--- src/rtl/mem_arb_pkg.sv ---
// Shared types and constants for the instruction/data memory port arbiter.
package mem_arb_pkg;

  // Arbiter bus ownership states.
  typedef enum logic [1:0] {
    IDLE       = 2'd0,
    GRANT_INST = 2'd1,
    GRANT_DATA = 2'd2
  } arb_state_t;

  // Byte enables driven for instruction fetches.
  localparam logic [3:0] MEM_BE_WORD = 4'hF;

  // Largest supported MAX_DATA_STREAK value.
  localparam int unsigned MAX_STREAK_LIMIT = 15;

  // One latched bus access, held stable while mem_valid is high.
  typedef struct packed {
    logic        we;
    logic [31:0] addr;
    logic [31:0] wdata;
    logic [3:0]  be;
  } bus_req_t;

  // Width of a streak counter able to hold 0..max_streak.
  function automatic int unsigned streak_width(input int unsigned max_streak);
    return $clog2(max_streak + 1);
  endfunction

endpackage

--- src/rtl/mem_port_arbiter_if.sv ---
// Bundle of the fetch port, data port and shared memory bus signals.
// slave  : the arbiter's view (serves the core ports, masters the memory bus).
// master : the environment's view (core ports drive requests, memory responds).
interface mem_port_arbiter_if;

  // Instruction-fetch port.
  logic        inst_req;
  logic [31:0] inst_addr;
  logic        inst_ready;
  logic [31:0] inst_rdata;

  // Data (load/store) port.
  logic        data_req;
  logic        data_we;
  logic [31:0] data_addr;
  logic [31:0] data_wdata;
  logic [3:0]  data_be;
  logic        data_ready;
  logic [31:0] data_rdata;

  // Shared memory bus.
  logic        mem_valid;
  logic        mem_we;
  logic [31:0] mem_addr;
  logic [31:0] mem_wdata;
  logic [3:0]  mem_be;
  logic        mem_ready;
  logic [31:0] mem_rdata;

  modport slave (
    input  inst_req, inst_addr,
    output inst_ready, inst_rdata,
    input  data_req, data_we, data_addr, data_wdata, data_be,
    output data_ready, data_rdata,
    output mem_valid, mem_we, mem_addr, mem_wdata, mem_be,
    input  mem_ready, mem_rdata
  );

  modport master (
    output inst_req, inst_addr,
    input  inst_ready, inst_rdata,
    output data_req, data_we, data_addr, data_wdata, data_be,
    input  data_ready, data_rdata,
    input  mem_valid, mem_we, mem_addr, mem_wdata, mem_be,
    output mem_ready, mem_rdata
  );

endinterface

--- src/rtl/mem_arb_watchdog.sv ---
// Bus access watchdog: counts waiting cycles of an in-flight access and
// flags expiry once TIMEOUT_CYCLES of them have elapsed. Only instantiated
// when MEM_ARB_TIMEOUT_EN is defined.
module mem_arb_watchdog #(
  parameter int unsigned TIMEOUT_CYCLES = 64
) (
  input  logic clock_i,
  input  logic reset_ni,
  input  logic clear_i,   // no access in flight
  input  logic enable_i,  // access in flight and memory not ready this cycle
  output logic expire_o   // this is the TIMEOUT_CYCLES-th waiting cycle
);

  localparam int unsigned CNT_W = $clog2(TIMEOUT_CYCLES + 1);
  localparam logic [CNT_W-1:0] LAST_WAIT = CNT_W'(TIMEOUT_CYCLES - 1);

  logic [CNT_W-1:0] count_q;
  logic [CNT_W-1:0] count_d;

  assign expire_o = enable_i && (count_q == LAST_WAIT);

  // Next count: restart between accesses, advance on every waiting cycle.
  always_comb begin
    count_d = count_q;
    if (clear_i) begin
      count_d = '0;
    end else if (enable_i && !expire_o) begin
      count_d = count_q + 1'b1;
    end
  end

  // Waiting-cycle counter register.
  always_ff @(posedge clock_i or negedge reset_ni) begin
    if (!reset_ni) begin
      count_q <= '0;
    end else begin
      count_q <= count_d;
    end
  end

endmodule

--- src/rtl/mem_port_arbiter.sv ---
// Arbiter sharing one single-ported memory bus between instruction fetch and
// data accesses. Data has priority; a streak counter forces one fetch after
// MAX_DATA_STREAK consecutive data grants made while a fetch was waiting.
// Every access passes through IDLE, so the minimum access time is 2 cycles.
// Optional feature: define MEM_ARB_TIMEOUT_EN to add a watchdog that
// completes a stuck access after TIMEOUT_CYCLES waiting cycles with zero
// read data and raises the sticky bus_error_o flag.
module mem_port_arbiter
  import mem_arb_pkg::*;
#(
  parameter int unsigned MAX_DATA_STREAK = 4
`ifdef MEM_ARB_TIMEOUT_EN
  ,
  parameter int unsigned TIMEOUT_CYCLES  = 64
`endif
) (
  input  logic                clock_i,
  input  logic                reset_ni,
  mem_port_arbiter_if.slave   bus,
  output logic                want_stall_o,
  output logic                bus_error_o
);

  localparam int unsigned STREAK_W = streak_width(MAX_DATA_STREAK);
  localparam logic [STREAK_W-1:0] STREAK_MAX = STREAK_W'(MAX_DATA_STREAK);

  arb_state_t          state_q, state_d;
  logic [STREAK_W-1:0] streak_q, streak_d;
  bus_req_t            bus_q, bus_d;
  logic                timeout_expire;
  logic                data_win;
  logic                in_grant;

  // Data wins unless a waiting fetch has already been passed over too often.
  assign data_win = bus.data_req && ((streak_q < STREAK_MAX) || !bus.inst_req);
  assign in_grant = (state_q != IDLE);

  // Next-state, streak and bus-latch decisions.
  always_comb begin
    // NOTE: every variable gets a default before the case so no path leaves
    // it unassigned; a missing default here would infer a latch.
    state_d  = state_q;
    streak_d = streak_q;
    bus_d    = bus_q;
    unique case (state_q)
      IDLE: begin
        if (data_win) begin
          state_d = GRANT_DATA;
          bus_d   = '{we: bus.data_we, addr: bus.data_addr,
                      wdata: bus.data_wdata, be: bus.data_be};
          if (!bus.inst_req) begin
            streak_d = '0;
          end else if (streak_q != STREAK_MAX) begin
            streak_d = streak_q + 1'b1;
          end
        end else if (bus.inst_req) begin
          state_d  = GRANT_INST;
          bus_d    = '{we: 1'b0, addr: bus.inst_addr,
                       wdata: 32'h0, be: MEM_BE_WORD};
          streak_d = '0;
        end
      end
      GRANT_INST, GRANT_DATA: begin
        if (bus.mem_ready || timeout_expire) begin
          state_d = IDLE;
        end
      end
      default: begin
        state_d = IDLE;
      end
    endcase
  end

  // State, streak counter and latched bus access registers.
  always_ff @(posedge clock_i or negedge reset_ni) begin
    // NOTE: the bus registers are reset along with the state so mem_addr,
    // mem_wdata and mem_be read as zero after reset rather than X.
    if (!reset_ni) begin
      state_q  <= IDLE;
      streak_q <= '0;
      bus_q    <= '0;
    end else begin
      // NOTE: non-blocking assignments so every register samples the values
      // from before this edge, independent of statement order.
      state_q  <= state_d;
      streak_q <= streak_d;
      bus_q    <= bus_d;
    end
  end

`ifdef MEM_ARB_TIMEOUT_EN
  logic bus_error_q;

  mem_arb_watchdog #(
    .TIMEOUT_CYCLES (TIMEOUT_CYCLES)
  ) u_watchdog (
    .clock_i  (clock_i),
    .reset_ni (reset_ni),
    .clear_i  (!in_grant),
    .enable_i (in_grant && !bus.mem_ready),
    .expire_o (timeout_expire)
  );

  // Sticky timeout flag, cleared only by reset.
  always_ff @(posedge clock_i or negedge reset_ni) begin
    if (!reset_ni) begin
      bus_error_q <= 1'b0;
    end else if (timeout_expire) begin
      bus_error_q <= 1'b1;
    end
  end

  assign bus_error_o = bus_error_q;
`else
  assign timeout_expire = 1'b0;
  assign bus_error_o    = 1'b0;
`endif

  // Memory bus: valid for the whole time an access is owned.
  assign bus.mem_valid = in_grant;
  assign bus.mem_we    = bus_q.we;
  assign bus.mem_addr  = bus_q.addr;
  assign bus.mem_wdata = bus_q.wdata;
  assign bus.mem_be    = bus_q.be;

  // Completion pulses and read data pass straight through to the owner only.
  assign bus.inst_ready = (state_q == GRANT_INST) && (bus.mem_ready || timeout_expire);
  assign bus.data_ready = (state_q == GRANT_DATA) && (bus.mem_ready || timeout_expire);
  assign bus.inst_rdata = ((state_q == GRANT_INST) && bus.mem_ready) ? bus.mem_rdata : 32'h0;
  assign bus.data_rdata = ((state_q == GRANT_DATA) && bus.mem_ready) ? bus.mem_rdata : 32'h0;

  assign want_stall_o = (bus.inst_req && !bus.inst_ready) ||
                        (bus.data_req && !bus.data_ready);

endmodule
--- src/flat_wrapper.sv ---
// flat-port wrapper written by rule: the top's interface ports become plain ports
module mem_port_arbiter_flat import mem_arb_pkg::*;
#(
  parameter int unsigned MAX_DATA_STREAK = 4

)
  (clock_i, reset_ni, want_stall_o, bus_error_o, bus_inst_req, bus_inst_addr, bus_inst_ready, bus_inst_rdata, bus_data_req, bus_data_we, bus_data_addr, bus_data_wdata, bus_data_be, bus_data_ready, bus_data_rdata, bus_mem_valid, bus_mem_we, bus_mem_addr, bus_mem_wdata, bus_mem_be, bus_mem_ready, bus_mem_rdata);
  mem_port_arbiter_if bus_i ();
  input  logic clock_i;
  input  logic reset_ni;
  output logic want_stall_o;
  output logic bus_error_o;
  input wire logic [$bits(bus_i.inst_req)-1:0] bus_inst_req;
  input wire logic [$bits(bus_i.inst_addr)-1:0] bus_inst_addr;
  output wire logic [$bits(bus_i.inst_ready)-1:0] bus_inst_ready;
  output wire logic [$bits(bus_i.inst_rdata)-1:0] bus_inst_rdata;
  input wire logic [$bits(bus_i.data_req)-1:0] bus_data_req;
  input wire logic [$bits(bus_i.data_we)-1:0] bus_data_we;
  input wire logic [$bits(bus_i.data_addr)-1:0] bus_data_addr;
  input wire logic [$bits(bus_i.data_wdata)-1:0] bus_data_wdata;
  input wire logic [$bits(bus_i.data_be)-1:0] bus_data_be;
  output wire logic [$bits(bus_i.data_ready)-1:0] bus_data_ready;
  output wire logic [$bits(bus_i.data_rdata)-1:0] bus_data_rdata;
  output wire logic [$bits(bus_i.mem_valid)-1:0] bus_mem_valid;
  output wire logic [$bits(bus_i.mem_we)-1:0] bus_mem_we;
  output wire logic [$bits(bus_i.mem_addr)-1:0] bus_mem_addr;
  output wire logic [$bits(bus_i.mem_wdata)-1:0] bus_mem_wdata;
  output wire logic [$bits(bus_i.mem_be)-1:0] bus_mem_be;
  input wire logic [$bits(bus_i.mem_ready)-1:0] bus_mem_ready;
  input wire logic [$bits(bus_i.mem_rdata)-1:0] bus_mem_rdata;
  assign bus_i.inst_req = bus_inst_req;
  assign bus_i.inst_addr = bus_inst_addr;
  assign bus_inst_ready = bus_i.inst_ready;
  assign bus_inst_rdata = bus_i.inst_rdata;
  assign bus_i.data_req = bus_data_req;
  assign bus_i.data_we = bus_data_we;
  assign bus_i.data_addr = bus_data_addr;
  assign bus_i.data_wdata = bus_data_wdata;
  assign bus_i.data_be = bus_data_be;
  assign bus_data_ready = bus_i.data_ready;
  assign bus_data_rdata = bus_i.data_rdata;
  assign bus_mem_valid = bus_i.mem_valid;
  assign bus_mem_we = bus_i.mem_we;
  assign bus_mem_addr = bus_i.mem_addr;
  assign bus_mem_wdata = bus_i.mem_wdata;
  assign bus_mem_be = bus_i.mem_be;
  assign bus_i.mem_ready = bus_mem_ready;
  assign bus_i.mem_rdata = bus_mem_rdata;
  mem_port_arbiter #(.MAX_DATA_STREAK(MAX_DATA_STREAK)) u_core (.clock_i(clock_i), .reset_ni(reset_ni), .bus(bus_i), .want_stall_o(want_stall_o), .bus_error_o(bus_error_o));
endmodule
--- config.mk ---
export PLATFORM = sky130hd
export DESIGN_NAME = mem_port_arbiter_flat
export DESIGN_NICKNAME = d
export VERILOG_FILES = /design/src/rtl/mem_arb_pkg.sv /design/src/rtl/mem_port_arbiter_if.sv /design/src/rtl/mem_arb_watchdog.sv /design/src/rtl/mem_port_arbiter.sv /design/src/flat_wrapper.sv
export SDC_FILE = /design/constraint.sdc
export NUM_CORES = 1
export LEC_CHECK = 0
export CAP_MARGIN = 30
export CORE_AREA = 2 2 108 110
export CTS_BUF_LIST = sky130_fd_sc_hd__clkbuf_16
export DETAILED_ROUTE_END_ITERATION = 7
export DIE_AREA = 0 0 110 112
export PLACE_DENSITY = 0.76
export SYNTH_ARGS = -nofsm -noshare
export SYNTH_HDL_FRONTEND = slang
export SYNTH_SLANG_ARGS = --single-unit
--- constraint.sdc ---
create_clock -name clock_i -period 2.5 [get_ports clock_i]
set_input_delay 0.25 -clock clock_i [delete_from_list [all_inputs] [get_ports clock_i]]
set_output_delay 0.25 -clock clock_i [all_outputs]
set_load 0.05 [all_outputs]
==> results of run 1 <==
how the worst min path moves through the flow:
stage,slack [ns],depth (start not counted),to
after floorplan,-0.05,0,u_core.bus.mem_addr[0]
after global placement,0.43,1,u_core.bus.mem_wdata[4]
final,0.06,1,u_core.bus.mem_wdata[31]
after CTS,0.09,1,u_core.bus.mem_wdata[31]
after global routing,0.15,1,u_core.bus.mem_wdata[31]
after detailed placement,0.45,1,u_core.bus.mem_wdata[31]
cell families (layout without fill, tap and decap cells):
| group | after synthesis | count (layout) |
|---|---|---|
| simple gates | 134 | 134 |
| fa+ha+maj | 5 | 5 |
| buf+inv | 43 | 311 |
| other cells | 1 | 1 |
| flops | 74 | 74 |
| compound gates | 112 | 112 |
layout make-up:
| class | count | area, um2 |
|---|---|---|
| Tap cell | 143 | 179 |
| Fill cell | 847 | 3810 |
| Multi-Input combinational cell | 252 | 1510 |
| Clock buffer | 9 | 225 |
| Clock inverter | 7 | 38.8 |
| Timing Repair Buffer | 288 | 3530 |
| Inverter | 7 | 26.3 |
| Sequential cell | 74 | 1850 |
through the flow:
stage | worst slack [ns] | instance area (um2) | cells | power, mW | util [%]
3_3_place_gp | 0.502 | 7100 | 764 | 8.11 | 63.5
3_5_place_dp | 0.485 | 7100 | 764 | 8.22 | 63.5
4_1_cts | 0.223 | 7360 | 780 | 9.38 | 65.9
6_report | 0.240 | 7360 | 780 | 9.30 | 65.9
5_1_grt | 0.180 | 7360 | 780 | 9.73 | 65.9
2_1_floorplan | 0.419 | 3610 | 369 | 5.82 | -
cells in the mapped netlist:
cell	n
a21bo_1	1
a21boi_2	1
a21oi_1	64
a22o_1	33
a32o_1	4
and2_1	2
and3_1	64
buf_2	4
buf_4	5
buf_6	5
buf_8	3
clkbuf_1	19
conb_1	1
dfrtp_1	74
ha_1	5
inv_1	7
nand2_1	33
nand2b_1	1
nand4_1	1
nor2_1	32
nor2_8	1
o21a_1	1
o21ai_0	1
o21ai_4	1
o22a_1	4
o22ai_1	1
o31ai_1	1
critical path, delay by kind of cell, from the launching register on:
family / cells / cell delay [ns]
DFF: 1 / 0.37
buffers and inverters: 3 / 1.01
adders and majority gates: 1 / 0.29
registers in the layout, summed over array words and instances, names as in the netlist:
name	count
u_core.streak_q	3
u_core.state_q	2
u_core.bus.mem_addr	32
u_core.bus.mem_be	4
u_core.bus.mem_wdata	32
u_core.bus.mem_we	1
per-layer routing:
layer	share of wire [%]	routed length, um	vias up	GRT usage (%)
met1	36	4940	1843	23.9
met2	52	7160	197	39.1
met3	9.5	1310	35	6.97
li1	-	-	1829	-
met4	3.3	458	0	9.62
met5	0	0	-	0
where the power goes:
group / switching (mW) / leakage (nW) / internal (mW)
registers: 0.331 / 0.897 / 1.77
logic: 3.84 / 2.29 / 2.24
clock network: 0.470 / 0.127 / 0.658
total: 4.64 / 3.32 / 4.67
==> flow_metrics.env, run 1 <==
export IMPL_status="completed"
export IMPL_cp_end_kind="primary output"
export IMPL_ant_nets=0
export IMPL_worst_pin_slew_ns=0.913
export IMPL_crit_required_ns=2.25
export IMPL_clock_sinks=74
export IMPL_slowest_stage="clkdlybuf4s50_1"
export IMPL_cp_common_cell="inv_1"
export IMPL_synthesis_area_mm2=0.00361
export IMPL_layout_common_cells="clkdlybuf4s50_1, dfrtp_1, buf_12"
export IMPL_max_freq_ghz=0.442
export IMPL_routedWlPerCell_um=17.8
export IMPL_rrSetupSlack_ns=0.60
export IMPL_syn_to_final_growth_pct=104
export IMPL_fin_crit_ns=2.26
export IMPL_syn_nets=512
export IMPL_avgSynthCellArea_um2=9.79
export IMPL_reg2reg_from="u_core.state_q[0]"
export IMPL_irDropWorstVdd_mv=0.869
export IMPL_fin_setup_tns_ns=0
export IMPL_synth_cell_type_count=27
export IMPL_drv_slew=0
export IMPL_p_per_area_mw_per_mm2=1260
export IMPL_startpoint="u_core.state_q[0]"
export IMPL_yosys_area_top_type="dfrtp_1"
export IMPL_insertion_delay_ns=0.33
export IMPL_grt_pass1_wl_mm=21.1
export IMPL_hold_worst_slack_ns=0.0636
export IMPL_globalRouteTotalUtil_pct=22.1
export IMPL_htreeDepth=3
export IMPL_postCtsResizedCells=0
export IMPL_drt_iter0_markers=202
export IMPL_die_width_um=110
export IMPL_io_pins=276
export IMPL_die_area_mm2=0.0123
export IMPL_viasPerCell=5.01
export IMPL_max_stage_delay_ns=0.81
export IMPL_syn_inst=369
export IMPL_crit_path_end="bus_mem_valid"
export IMPL_totalWireLength_mm=13.9
export IMPL_synth_area_top_cells="dfrtp_1, and3_1, a21oi_1, a22o_1, nand2_1"
export IMPL_hold_buffers=0
export IMPL_crit_arrival_ns=2.01
export IMPL_synthMuxAreaShare_pct=0
export IMPL_row_count=39
export IMPL_skew_ns=0.00644
export IMPL_die_h_um=112
export IMPL_grt_overflow=0
export IMPL_critPathKind="reg2out"
export IMPL_cts_tree="built"
export IMPL_path_cells="inv_1 > ha_1 > inv_1 > clkdlybuf4s50_1"
export IMPL_synthAdderAreaFrac_pct=1.73
export IMPL_hp_class="in2async"
export IMPL_first_global_vias=4004
export IMPL_drive_gt1_share_pct=15.4
export IMPL_synth_top_area_share_pct=51.3
export IMPL_io_buffers=274
export IMPL_root_buffer="clkbuf_16"
export IMPL_setup_viol=0
export IMPL_route_detailed_drc=0
export IMPL_antenna_cells=0
export IMPL_antenna_found_initial=0
export IMPL_synth_seq_area_share_pct=51.3
export IMPL_final_common_cell="clkdlybuf4s50_1"
export IMPL_relSlewSlack_pct=39.1
export IMPL_numCtsBuffers=9
export IMPL_core_mm2=0.0112
export IMPL_synth_xor_area_share_pct=0
export IMPL_rr_worst_depth=5
export IMPL_start_util_pct=32.3
export IMPL_ys_ff_latch=74
export IMPL_maxCapViolCount=0
export IMPL_start_kind="flip-flop"
export IMPL_postCtsSetupBuffers=0
export IMPL_synth_top_family_by_area="compound AO/OA/AOI/OAI gates"
export IMPL_place_congestion=0.821
export IMPL_synth_compound_area_share_pct=20.7
export IMPL_drtPass1Iterations=4
export IMPL_yosys_area_share_simple_pct=19.1
export IMPL_grt_max_degree=75
export IMPL_dp_hpwl_mm=10.8
export IMPL_fin_nets=775
export IMPL_p_leak_nw=3.32
export IMPL_yosysWarningCount=0
export IMPL_vias=3904
export IMPL_period_share_pct=90.4
export IMPL_cts_clk_slew_worst_paths_ns=0.05
export IMPL_rsz0062_at_grt="false"
export IMPL_clockBufferDepth=2
export IMPL_reg2reg_to="u_core.bus.mem_be[2]"
export IMPL_crit_fanout=5
export IMPL_hold_viol=0
No activity file was read; power rests on OpenSTA's default activity.
==> inputs of run 2 (changes only) <==
- clock period: 2.5 -> 2.9 ns (I/O delays scaled with it)
==> run 2 against run 1 <==
  * Global-route usage grew 0.12 points
  * Utilization shrank 0.12 points
  * Combinational power shrank 14%
  * Via count shrank 1.2%
==> flow_metrics.env, run 2 (synthesis results as in run 1) <==
export IMPL_status="completed"
export IMPL_place_congestion=0.837
export IMPL_antenna_found_initial=1
export IMPL_die_area_mm2=0.0123
export IMPL_wl_met2_mm=7.23
export IMPL_clock_sinks=74
export IMPL_die_width_um=110
export IMPL_cp_common_cell="inv_1"
export IMPL_crit_required_ns=2.61
export IMPL_globalRouteTotalUtil_pct=22.3
export IMPL_hold_viol=0
export IMPL_postCtsResizedCells=0
export IMPL_drtPass1Iterations=5
export IMPL_rsz0062_at_grt="false"
export IMPL_fin_ws_ns=0.617
export IMPL_critPathKind="reg2out"
export IMPL_syn_to_final_growth_pct=103
export IMPL_slowest_stage="clkdlybuf4s50_1"
export IMPL_numCtsBuffers=9
export IMPL_power_frac_comb_pct=64.8
export IMPL_final_util_pct=65.7
export IMPL_die_h_um=112
export IMPL_routed_top_layer="met5"
export IMPL_drv_slew=0
export IMPL_start_kind="flip-flop"
export IMPL_fill_cells=871
export IMPL_row_count=39
export IMPL_vias=3858
export IMPL_multi_input_area_mm2=0.00151
export IMPL_relSlewSlack_pct=36.9
export IMPL_route_detailed_drc=0
export IMPL_io_pins=276
export IMPL_irDropWorstVdd_mv=0.702
export IMPL_p_leak_nw=3.31
export IMPL_final_common_cell="clkdlybuf4s50_1"
export IMPL_sequentialPowerShare_pct=22.5
export IMPL_crit_arrival_ns=1.99
export IMPL_cts_clk_slew_worst_paths_ns=0.05
export IMPL_switching_share_pct=49.4
export IMPL_first_global_vias=3943
export IMPL_pre_cts_ws_ns=0.528
export IMPL_internal_power_mw=4.09
export IMPL_clockBufferDepth=2
export IMPL_ant_nets=0
export IMPL_maxCapViolCount=0
export IMPL_drive_gt1_share_pct=14.4
export IMPL_period_share_pct=78.7
export IMPL_grt_max_degree=75
export IMPL_core_mm2=0.0112
export IMPL_fin_nets=770
export IMPL_totalWireLength_mm=14.0
export IMPL_finalPower_mw=8.08
export IMPL_start_util_pct=32.3
export IMPL_worst_pin_slew_ns=0.947
export IMPL_switching_power_mw=3.99
export IMPL_routedWlPerCell_um=18.1
export IMPL_setup_viol=0
export IMPL_root_buffer="clkbuf_16"
export IMPL_htreeDepth=3
export IMPL_viasPerCell=4.98
export IMPL_io_buffers=274
export IMPL_max_stage_delay_ns=0.84
export IMPL_drt_iter0_markers=276
export IMPL_p_per_area_mw_per_mm2=1100
export IMPL_cp_end_kind="primary output"
export IMPL_grt_overflow=0
export IMPL_fin_crit_ns=2.28
export IMPL_layout_common_cells="clkdlybuf4s50_1, dfrtp_1, buf_12"
export IMPL_hold_buffers=0
export IMPL_grt_pass1_wl_mm=21.0
export IMPL_insertion_delay_ns=0.32
export IMPL_antenna_cells=0
export IMPL_skew_ns=0.00347
export IMPL_p_clk_share_pct=12.8
export IMPL_seq_area_mm2=0.00185
export IMPL_cts_tree="built"
export IMPL_fin_setup_tns_ns=0
export IMPL_wl_met3_mm=1.48
export IMPL_hp_class="in2async"
export IMPL_met1_length_mm=4.86
export IMPL_path_cells="inv_1 > ha_1 > inv_1 > clkdlybuf4s50_1"
export IMPL_crit_fanout=5
export IMPL_postCtsSetupBuffers=0
export IMPL_dp_hpwl_mm=11.0
export IMPL_max_freq_ghz=0.438
[run 2: cell types whose count changed in the layout (fill, tap and decap cells not counted)]
cell / delta
inv_1: -1
bufinv_16: +1
clkinv_1: +2
clkinvlp_4: -3
buf_12: +1
buf_4: -6
[run 2: worst max-delay path, delay by kind of cell (launching register included)]
kind / cells / cell delay [ns]
adder cells (fa/ha/maj): 1 / 0.28
buffers and inverters: 3 / 1.02
flip-flops: 1 / 0.37
[run 2: through the flow]
step                instance area (um2)  hold WS, ns  instances
global placement                   7070        0.472        759
CTS                                7350        0.150        774
floorplan                          3610     -0.00559        369
finish                             7350        0.123        774
detailed placement                 7070        0.491        759
global route                       7350        0.184        774
[run 2: layer usage]
layer  track usage (%)  vias up
li1                  -     1814
met1              22.5     1831
met2              39.7      182
met3              9.13       29
met4              9.03        2
met5                 0        -
[run 2: worst paths after layout]
check	startpoint	endpoint	slack (ns)	cells past startpoint
setup reg to reg	u_core.state_q[0]	u_core.bus.mem_addr[21]	1.06	6
max in group asynchronous	reset_ni	u_core.bus.mem_addr[27]	2.18	1
hold reg to reg	u_core.bus.mem_wdata[8]	u_core.bus.mem_wdata[8]	0.50	1
hold / removal	reset_ni	u_core.bus.mem_wdata[4]	0.12	1
min in group clock_i	u_core.bus.mem_wdata[8]	u_core.bus.mem_wdata[8]	0.50	1
setup / recovery	u_core.state_q[0]	bus_mem_valid	0.62	4
[run 2: final cells by class]
cell class                      count  area share (%)
Inverter                            7           0.358
Multi-Input combinational cell    252            20.6
Timing Repair Buffer              283            47.7
Sequential cell                    74            25.2
Tap cell                          143            2.44
Clock inverter                      6           0.681
Clock buffer                        9            3.07
[run 2: power by group through the flow]
stage	Clock [mW]	Sequential [mW]	Combinational [mW]
global placement	0	1.81	5.17
global route	1.10	1.88	5.45
CTS	1.05	1.82	5.27
finish	1.03	1.82	5.24
detailed placement	0	1.82	5.26
floorplan	0	3.43	1.58
==> inputs of run 3 (changes only) <==
- CORE_AREA: 2 2 108 110 -> 2 2 107 109
- DIE_AREA: 0 0 110 112 -> 0 0 109 111
- PLACE_DENSITY: 0.76 -> 0.77
- clock period: 2.9 -> 2.4 ns (I/O delays scaled with it)
==> run 3 against run 2 <==
  * Clock power grew 46%
  * Register-to-register slack lost 0.34 ns
  * Design area grew 0.73%
  * Largest cell class unchanged
  * Final cell count grew 0.39%
  * Sequential power grew 20%
  * Non-clock buffer count grew 2
  * Via count grew 0.31%
==> flow_metrics.env, run 3 (synthesis results as in run 1) <==
export IMPL_fin_crit_ns=2.28
export IMPL_final_util_pct=66.8
export IMPL_crit_required_ns=2.16
export IMPL_postCtsSetupBuffers=0
export IMPL_maxCapViolCount=0
export IMPL_postCtsResizedCells=0
export IMPL_p_leak_nw=3.33
export IMPL_max_stage_delay_ns=0.83
export IMPL_power_frac_comb_pct=63.2
export IMPL_insertion_delay_ns=0.33
export IMPL_cp_top_family="buffers and inverters"
export IMPL_root_buffer="clkbuf_16"
export IMPL_switching_power_mw=4.86
export IMPL_drv_slew=0
export IMPL_routedWlPerCell_um=17.6
export IMPL_status="completed"
export IMPL_critPathKind="reg2out"
export IMPL_antenna_found_initial=0
export IMPL_fill_cells=835
export IMPL_route_detailed_drc=0
export IMPL_globalRouteTotalUtil_pct=22.6
export IMPL_cp_common_cell="inv_1"
export IMPL_rsz0062_at_grt="false"
export IMPL_start_util_pct=32.6
export IMPL_period_share_pct=94.9
export IMPL_worst_pin_slew_ns=0.924
export IMPL_clock_sinks=74
export IMPL_hp_class="in2async"
export IMPL_cts_tree="built"
export IMPL_die_h_um=111
export IMPL_numCtsBuffers=9
export IMPL_p_per_area_mw_per_mm2=1350
export IMPL_hold_worst_slack_ns=0.0561
export IMPL_drt_iter0_markers=296
export IMPL_dp_hpwl_mm=10.5
export IMPL_syn_to_final_growth_pct=105
export IMPL_path_cells="inv_1 > ha_1 > inv_1 > clkdlybuf4s50_1"
export IMPL_fin_nets=772
export IMPL_slowest_stage="clkdlybuf4s50_1"
export IMPL_start_kind="flip-flop"
export IMPL_clockBufferDepth=2
export IMPL_totalWireLength_mm=13.7
export IMPL_place_congestion=0.858
export IMPL_drtPass1Iterations=4
export IMPL_setup_viol=0
export IMPL_crit_buf_inv=3
export IMPL_viasPerCell=4.98
export IMPL_max_freq_ghz=0.439
export IMPL_core_mm2=0.0111
export IMPL_relSlewSlack_pct=38.4
export IMPL_hold_viol=0
export IMPL_fin_setup_tns_ns=0
export IMPL_crit_fanout=5
export IMPL_switching_share_pct=48.5
export IMPL_layout_common_cells="clkdlybuf4s50_1, dfrtp_1, buf_12"
export IMPL_skew_ns=0.0113
export IMPL_row_count=39
export IMPL_die_width_um=109
export IMPL_grt_overflow=0
export IMPL_crit_arrival_ns=2.04
export IMPL_first_global_vias=4010
export IMPL_p_clk_share_pct=15.0
export IMPL_io_buffers=274
export IMPL_hold_buffers=0
export IMPL_htreeDepth=3
export IMPL_drive_gt1_share_pct=15.0
export IMPL_vias=3870
export IMPL_cts_clk_slew_worst_paths_ns=0.06
export IMPL_io_pins=276
export IMPL_grt_pass1_wl_mm=21.3
export IMPL_antenna_cells=0
export IMPL_sequentialPowerShare_pct=21.9
export IMPL_ant_nets=0
export IMPL_die_area_mm2=0.0121
export IMPL_grt_max_degree=75
export IMPL_cp_end_kind="primary output"
export IMPL_irDropWorstVdd_mv=0.790
export IMPL_final_common_cell="clkdlybuf4s50_1"
export IMPL_internal_power_mw=5.16
-- run 3: changes by cell type in the layout (fill, tap and decap cells not counted), sizes merged --
cell / previous run / this run
buf: 77 / 79
bufinv: 1 / 3
clkinv: 4 / 2
clkinvlp: 0 / 1
-- run 3: area by class of cell --
type                       instances  area (um2)  share of cell area [%]
clock buffer                       9         225                    3.04
sequential                        74        1850                    25.0
timing repair buffer             285        3510                    47.4
inverter                           7        26.3                   0.355
clock inverter                     7         109                    1.47
tap                              143         179                    2.42
multi-input combinational        252        1500                    20.3
-- run 3: layer usage --
| metal | wire, um | track usage [%] | vias to the layer above | part of all wire [%] |
|---|---|---|---|---|
| li1 | - | - | 1820 | - |
| met1 | 4920 | 24.2 | 1844 | 36 |
| met2 | 7070 | 40.2 | 182 | 52 |
| met3 | 1350 | 8.47 | 24 | 9.9 |
| met4 | 338 | 7.69 | 0 | 2.5 |
| met5 | 0 | 0 | - | 0 |
-- run 3: worst paths after layout --
check | start | to | slack [ns] | cells past startpoint
max | u_core.state_q[1] | bus_mem_valid | 0.12 | 4
max in group asynchronous | reset_ni | u_core.bus.mem_addr[28] | 1.75 | 1
max reg2reg | u_core.state_q[1] | u_core.bus.mem_addr[17] | 0.72 | 6
min reg2reg | u_core.bus.mem_wdata[11] | u_core.bus.mem_wdata[11] | 0.50 | 1
min in group clock_i | bus_inst_addr[12] | u_core.bus.mem_addr[12] | 0.45 | 3
min | reset_ni | u_core.bus.mem_wdata[0] | 0.06 | 1
-- run 3: power groups by stage --
stage               Sequential, mW  Clock, mW  Combinational (mW)
finish                        2.19       1.50                6.33
global route                  2.26       1.59                6.61
CTS                           2.19       1.52                6.36
detailed placement            2.20          0                6.33
global placement              2.16          0                6.24
floorplan                     4.14          0                1.92
-- run 3: through the flow --
stage | power (mW) | cell area, um2 | setup WS (ns) | std cells
5_1_grt | 10.5 | 7400 | 0.0436 | 777
6_report | 10.0 | 7400 | 0.122 | 777
2_1_floorplan | 6.06 | 3610 | 0.329 | 369
3_5_place_dp | 8.53 | 7070 | 0.383 | 761
3_3_place_gp | 8.40 | 7070 | 0.463 | 761
4_1_cts | 10.1 | 7400 | 0.118 | 777
